$ cat src/rtl/alu_op_sequencer_if.sv
// Request/response channel bundle between an operation producer and alu_op_sequencer.
// The sequencer takes the slave side; the producer/consumer takes the master side.
interface alu_op_sequencer_if #(
  parameter int unsigned DATA_W = 8
);
  logic              req_valid;
  logic              req_ready;
  logic [3:0]        req_op;
  logic [DATA_W-1:0] req_a;
  logic [DATA_W-1:0] req_b;
  logic              rsp_valid;
  logic              rsp_ready;
  logic [DATA_W-1:0] rsp_data;
  logic              rsp_err;

  modport master (
    output req_valid, req_op, req_a, req_b, rsp_ready,
    input  req_ready, rsp_valid, rsp_data, rsp_err
  );

  modport slave (
    input  req_valid, req_op, req_a, req_b, rsp_ready,
    output req_ready, rsp_valid, rsp_data, rsp_err
  );
endinterface

$ cat src/rtl/alu_op_sequencer.sv
// Sequences one ALU operation at a time: accepts a request, drives the external combinational
// ALU, captures its result and returns it on a response channel, screening illegal ops and /0.
module alu_op_sequencer #(
  parameter int unsigned DATA_W = 8,
  parameter int unsigned CNT_W  = 16
) (
  input  logic              clk,
  input  logic              rst,
  alu_op_sequencer_if.slave bus,
  output logic [DATA_W-1:0] alu_a,
  output logic [DATA_W-1:0] alu_b,
  output logic [3:0]        alu_sel,
  input  logic [DATA_W-1:0] alu_y,
  output logic [CNT_W-1:0]  ops_done
);

  typedef enum logic [1:0] {StIdle, StDrive, StCapture, StResp} state_e;

  state_e     state_q;
  logic       err_q;
  logic [3:0] enc_sel;
  logic       req_err;

  always_comb begin
    enc_sel = 4'b0000;
    unique case (bus.req_op)
      4'd0:    enc_sel = 4'b0001;
      4'd1:    enc_sel = 4'b0011;
      4'd2:    enc_sel = 4'b0101;
      4'd3:    enc_sel = 4'b1001;
      4'd4:    enc_sel = 4'b0111;
      4'd5:    enc_sel = 4'b1101;
      4'd6:    enc_sel = 4'b1011;
      4'd7:    enc_sel = 4'b0010;
      4'd8:    enc_sel = 4'b1111;
      default: enc_sel = 4'b0000;
    endcase
    // Errored ops park the ALU on sel 0000 so a divide by zero is never presented.
    req_err = (bus.req_op > 4'd8) || ((bus.req_op == 4'd3) && (bus.req_b == '0));
  end

  always_ff @(posedge clk) begin
    if (rst) begin
      state_q       <= StIdle;
      err_q         <= 1'b0;
      bus.req_ready <= 1'b1;
      bus.rsp_valid <= 1'b0;
      bus.rsp_data  <= '0;
      bus.rsp_err   <= 1'b0;
      alu_a         <= '0;
      alu_b         <= '0;
      alu_sel       <= 4'b0000;
      ops_done      <= '0;
    end else begin
      unique case (state_q)
        StIdle: begin
          if (bus.req_valid) begin
            alu_a         <= bus.req_a;
            alu_b         <= bus.req_b;
            alu_sel       <= req_err ? 4'b0000 : enc_sel;
            err_q         <= req_err;
            bus.req_ready <= 1'b0;
            state_q       <= StDrive;
          end
        end
        StDrive: begin
          bus.rsp_data <= err_q ? '0 : alu_y;
          state_q      <= StCapture;
        end
        StCapture: begin
          bus.rsp_valid <= 1'b1;
          bus.rsp_err   <= err_q;
          state_q       <= StResp;
        end
        StResp: begin
          if (bus.rsp_ready) begin
            ops_done      <= ops_done + {{(CNT_W-1){1'b0}}, 1'b1};
            bus.rsp_valid <= 1'b0;
            bus.req_ready <= 1'b1;
            state_q       <= StIdle;
          end
        end
        default: state_q <= StIdle;
      endcase
    end
  end

endmodule

$ cat src/flat_wrapper.sv
// flat-port wrapper written by rule: the top's interface ports become plain ports
module alu_op_sequencer_flat 
#(
  parameter int unsigned DATA_W = 8,
  parameter int unsigned CNT_W  = 16
)
  (clk, rst, alu_a, alu_b, alu_sel, alu_y, ops_done, bus_req_valid, bus_req_op, bus_req_a, bus_req_b, bus_rsp_ready, bus_req_ready, bus_rsp_valid, bus_rsp_data, bus_rsp_err);
  alu_op_sequencer_if #(.DATA_W(DATA_W)) bus_i ();
  input  logic clk;
  input  logic rst;
  output logic [DATA_W-1:0] alu_a;
  output logic [DATA_W-1:0] alu_b;
  output logic [3:0] alu_sel;
  input  logic [DATA_W-1:0] alu_y;
  output logic [CNT_W-1:0] ops_done;
  input wire logic [$bits(bus_i.req_valid)-1:0] bus_req_valid;
  input wire logic [$bits(bus_i.req_op)-1:0] bus_req_op;
  input wire logic [$bits(bus_i.req_a)-1:0] bus_req_a;
  input wire logic [$bits(bus_i.req_b)-1:0] bus_req_b;
  input wire logic [$bits(bus_i.rsp_ready)-1:0] bus_rsp_ready;
  output wire logic [$bits(bus_i.req_ready)-1:0] bus_req_ready;
  output wire logic [$bits(bus_i.rsp_valid)-1:0] bus_rsp_valid;
  output wire logic [$bits(bus_i.rsp_data)-1:0] bus_rsp_data;
  output wire logic [$bits(bus_i.rsp_err)-1:0] bus_rsp_err;
  assign bus_i.req_valid = bus_req_valid;
  assign bus_i.req_op = bus_req_op;
  assign bus_i.req_a = bus_req_a;
  assign bus_i.req_b = bus_req_b;
  assign bus_i.rsp_ready = bus_rsp_ready;
  assign bus_req_ready = bus_i.req_ready;
  assign bus_rsp_valid = bus_i.rsp_valid;
  assign bus_rsp_data = bus_i.rsp_data;
  assign bus_rsp_err = bus_i.rsp_err;
  alu_op_sequencer #(.DATA_W(DATA_W), .CNT_W(CNT_W)) u_core (.clk(clk), .rst(rst), .bus(bus_i), .alu_a(alu_a), .alu_b(alu_b), .alu_sel(alu_sel), .alu_y(alu_y), .ops_done(ops_done));
endmodule
$ cat config.mk
export PLATFORM = sky130hd
export DESIGN_NAME = alu_op_sequencer_flat
export DESIGN_NICKNAME = d
export VERILOG_FILES = /design/src/rtl/alu_op_sequencer_if.sv /design/src/rtl/alu_op_sequencer.sv /design/src/flat_wrapper.sv
export SDC_FILE = /design/constraint.sdc
export NUM_CORES = 1
export LEC_CHECK = 0
export CAP_MARGIN = 20
export CORE_MARGIN = 4
export CORE_UTILIZATION = 40
export DETAILED_ROUTE_END_ITERATION = 7
export HOLD_SLACK_MARGIN = 0.15
export PLACE_DENSITY = 0.73
export SLEW_MARGIN = 40
export SYNTH_ARGS = -nofsm -noshare
export SYNTH_HDL_FRONTEND = slang
export SYNTH_SLANG_ARGS = --single-unit
$ cat constraint.sdc
create_clock -name clk -period 3.3 [get_ports clk]
set_input_delay 0.99 -clock clk [delete_from_list [all_inputs] [get_ports clk]]
set_output_delay 0.99 -clock clk [all_outputs]
set_load 0.005 [all_outputs]
==> impl_summary.md <==
Synthesis
The dominant register cell in the synthesized netlist is sky130_fd_sc_hd__dfxtp_1. The distinct cell type count of the synthesized netlist is 34. Of the post-synthesis cell area, the dominant cell type holds 0.463.

By area the synthesized netlist is led by sky130_fd_sc_hd__dfxtp_1 46%, sky130_fd_sc_hd__a21oi_1 8.3%, sky130_fd_sc_hd__nand2_1 6.6%. In this run, synthesis inferred 0 flip-flops with an integrated enable. The cell count after synthesis is 257. Counting flops with an async set or reset pin after synthesis yields a share of 0. For this run, the number of Yosys warnings is 0. The combined area of all synthesized cells is 0.00216 mm2.

The post-synthesis average cell area is 8.41 um2. The net count after synthesis is 300. The cell taking the most area after synthesis is sky130_fd_sc_hd__dfxtp_1. The register bit count reported by yosys is 50.

The fraction of the yosys area taken by sequential cells is 0.463.

Worst setup path
Data arrives at the worst endpoint at 2.68 ns. The peak fanout along the critical path is 8. The worst setup path is of the input port to register kind. The required time reported for the critical path endpoint is 3.49 ns. The worst setup path is captured at a register. The signal on the critical path passes through clkdlybuf4s50_1 > and4_1 > and4_4 > nand4_2 > mux2_4. The maximum single-stage delay on the critical path is 0.56 ns.

The worst setup path is launched from an input port. The cell with the biggest individual delay on the critical path is sky130_fd_sc_hd__clkdlybuf4s50_1.

Clocking
TritonCTS built the clock tree. The TritonCTS buffer count is 5. The number of H-tree levels is 2. CTS saw 50 sinks.

The post-cts repair resize count is 0. The clock tree root driver cell is sky130_fd_sc_hd__clkbuf_8. The clock passes through at most 2 buffers.

Clock-pin slew was measured on the worst setup and hold paths at 0.08 ns. Clock latency on the worst-skew pair, taken at its later pin, is 0.30 ns. The hold-fix buffer count after cts is 0. The number of setup buffers added after CTS is 0.

STA
Headroom to the max-slew limit came out at 0.545. At the pin with the least slew margin, the transition time is 0.683 ns. Based on the critical path, the design can be clocked at up to 402 MHz.

Across the routed clock network, the largest skew measured is 0.00336 ns. The count of final max-slew check failures is 0. The time the final worst path needs with I/O delays and setup is 2.49 ns. The setup TNS is 0 ns. The share of the clock period used by the worst path is 0.754. The number of endpoints failing setup at the final stage is 0. The hold violation count in the final report was 0. Setup repair after global routing left no endpoint under its margin.

Pwr
For this design the ratio of total power to cell area is 539 mW/mm2. The design draws 1.65 mW. The worst ir drop on vdd is 0.347 mV.

Summed over all cells, the static leakage comes to 1.18 nW.

Final layout
Registers take 0.00100 mm2. In the layout the commonest cells are 77 x sky130_fd_sc_hd__clkdlybuf4s50_1, 50 x sky130_fd_sc_hd__dfxtp_1, 38 x sky130_fd_sc_hd__nand2_1. The multi-input combinational cells in the finished layout cover a total of 0.00107 mm2. For this run, the post-layout net count is 374. Of the cells placed in the final design, the portion with a size suffix greater than 1 is 0.0393. The synthesis-to-layout area growth is 41.6%. The library cell used most frequently in the layout, excluding fill and tap cells, is sky130_fd_sc_hd__clkdlybuf4s50_1. The antenna diode instance count is 0. The count of fill cells added during filler insertion is 465.

Route
After detailed routing, the number of vias per cell comes to 4.85. The routed layout has 1943 vias. The detailed-router iteration count before antenna repair is 4.

In this run the remaining antenna-violating nets after routing total 0. The final wirelength is 5070 um. After detailed routing, the average wire length per cell comes to 12.6 um. For this block, the initial DRC count from the detailed router was 59. The post-route DRC violation count is 0.

Status
The flow ran to the end, and the final reports show no timing, DRC or antenna violations.

Worst hold path
The worst hold path belongs to the class register to register.

Placement
The last weighted congestion value of the routability-driven placer is 0.765. The placed wire-length estimate after detailed placement is 3800 um. The count of buffers added on input and output ports is 78.

Floorplanning
The area of the die is 0.00665 mm2. After floorplanning, the core was sized to cover 0.00517 mm2. The overall die width is 81.5 um. The initial utilization of the core area, before any placement, comes to 0.418. The number of I/O pins is 79. The die span in y is 81.5 um. The number of placement rows is 26.

GRT
The via count of the first global-routing pass is 1787. Entering global routing, the biggest net connects 41 pins. The first-pass GRT wire length is 8180 um. The number of antenna violations at the first check in global routing was 0.

The overall fraction of global-route tracks in use is 0.156. Global routing finished with a remaining overflow of 0.

Job
Across the run, the number of max-cap violations was 0.
-- kinds of logic (layout without fill, tap and decap cells) --
logic type                 Yosys count  in the layout  share of synthesized area
AOI/OAI and AO/OA                   47             47                      0.120
xor gates and xnor gates            10             10                     0.0405
adders and majority gates           11             11                     0.0637
buffers and inverters               20             94                     0.0399
DFF                                 50             50                      0.463
muxes                                3              3                     0.0162
and+or+nand+nor                    116            116                      0.257
-- final timing paths --
kind	from	end	slack (ns)	cells after the start
worst max-delay path	bus_rsp_ready	u_core.ops_done[13]	0.81	5
worst min-delay path	u_core.alu_b[1]	u_core.alu_b[1]	0.46	2
worst max register to register	u_core.state_q[1]	u_core.ops_done[13]	1.32	5
worst min register to register	u_core.alu_b[1]	u_core.alu_b[1]	0.46	2
-- metrics by stage --
| stage | instances | worst slack, ns | instance area (um2) | util | hold WS, ns |
|---|---|---|---|---|---|
| after detailed placement | 394 | 0.512 | 2980 | 0.577 | 0.448 |
| after global placement | 394 | 0.552 | 2980 | 0.577 | 0.442 |
| after global routing | 401 | 0.727 | 3060 | 0.592 | 0.480 |
| final | 401 | 0.812 | 3060 | 0.592 | 0.457 |
| after CTS | 401 | 0.832 | 3060 | 0.592 | 0.460 |
| after floorplan | 257 | 1.24 | 2160 | - | 0.453 |
-- critical path, delay by kind of cell --
family        cells  cell delay [ns]
simple gates      3             0.82
buf+inv           1             0.56
mux               1             0.31
-- registers in the layout (all words and copies together), names as in the netlist --
| name | cells |
|---|---|
| u_core.bus.rsp_err | 1 |
| u_core.err_q | 1 |
| u_core.state_q | 2 |
| u_core.alu_sel | 4 |
| u_core.bus.rsp_data | 8 |
| u_core.ops_done | 16 |
| u_core.bus.req_ready | 1 |
| u_core.alu_b | 8 |
| u_core.bus.rsp_valid | 1 |
| u_core.alu_a | 8 |
-- report_power, final --
part           total [mW]  leakage [nW]  switching [mW]  internal (mW)
clock network       0.334        0.0383           0.187          0.146
logic               0.566         0.734           0.271          0.295
registers           0.749         0.408          0.0524          0.697
-- routing by layer --
| layer | vias up | track usage | part of all wire |
|---|---|---|---|
| met5 | - | 0 | 0 |
| met4 | 0 | 0.0659 | 0.013 |
| met3 | 5 | 0.0307 | 0.041 |
| met2 | 42 | 0.271 | 0.50 |
| met1 | 890 | 0.188 | 0.44 |
| li1 | 1006 | - | - |
-- cell usage after synthesis, types with 4 or more instances --
master / count
sky130_fd_sc_hd__clkbuf_1: 11
sky130_fd_sc_hd__nor2_1: 35
sky130_fd_sc_hd__nor2b_1: 12
sky130_fd_sc_hd__a21oi_1: 36
sky130_fd_sc_hd__dfxtp_1: 50
sky130_fd_sc_hd__inv_1: 6
sky130_fd_sc_hd__nor3_1: 4
sky130_fd_sc_hd__nand3_1: 5
sky130_fd_sc_hd__nand2_1: 38
sky130_fd_sc_hd__ha_1: 11
sky130_fd_sc_hd__xor2_1: 10
sky130_fd_sc_hd__nand4_1: 4
-- cell type report --
class / count / area share
Multi-Input combinational cell: 187 / 0.351
Sequential cell: 50 / 0.327
Timing Repair Buffer: 81 / 0.261
Tap cell: 70 / 0.0286
Clock buffer: 7 / 0.0249
Inverter: 6 / 0.00736
No activity file was read; power rests on OpenSTA's default activity.
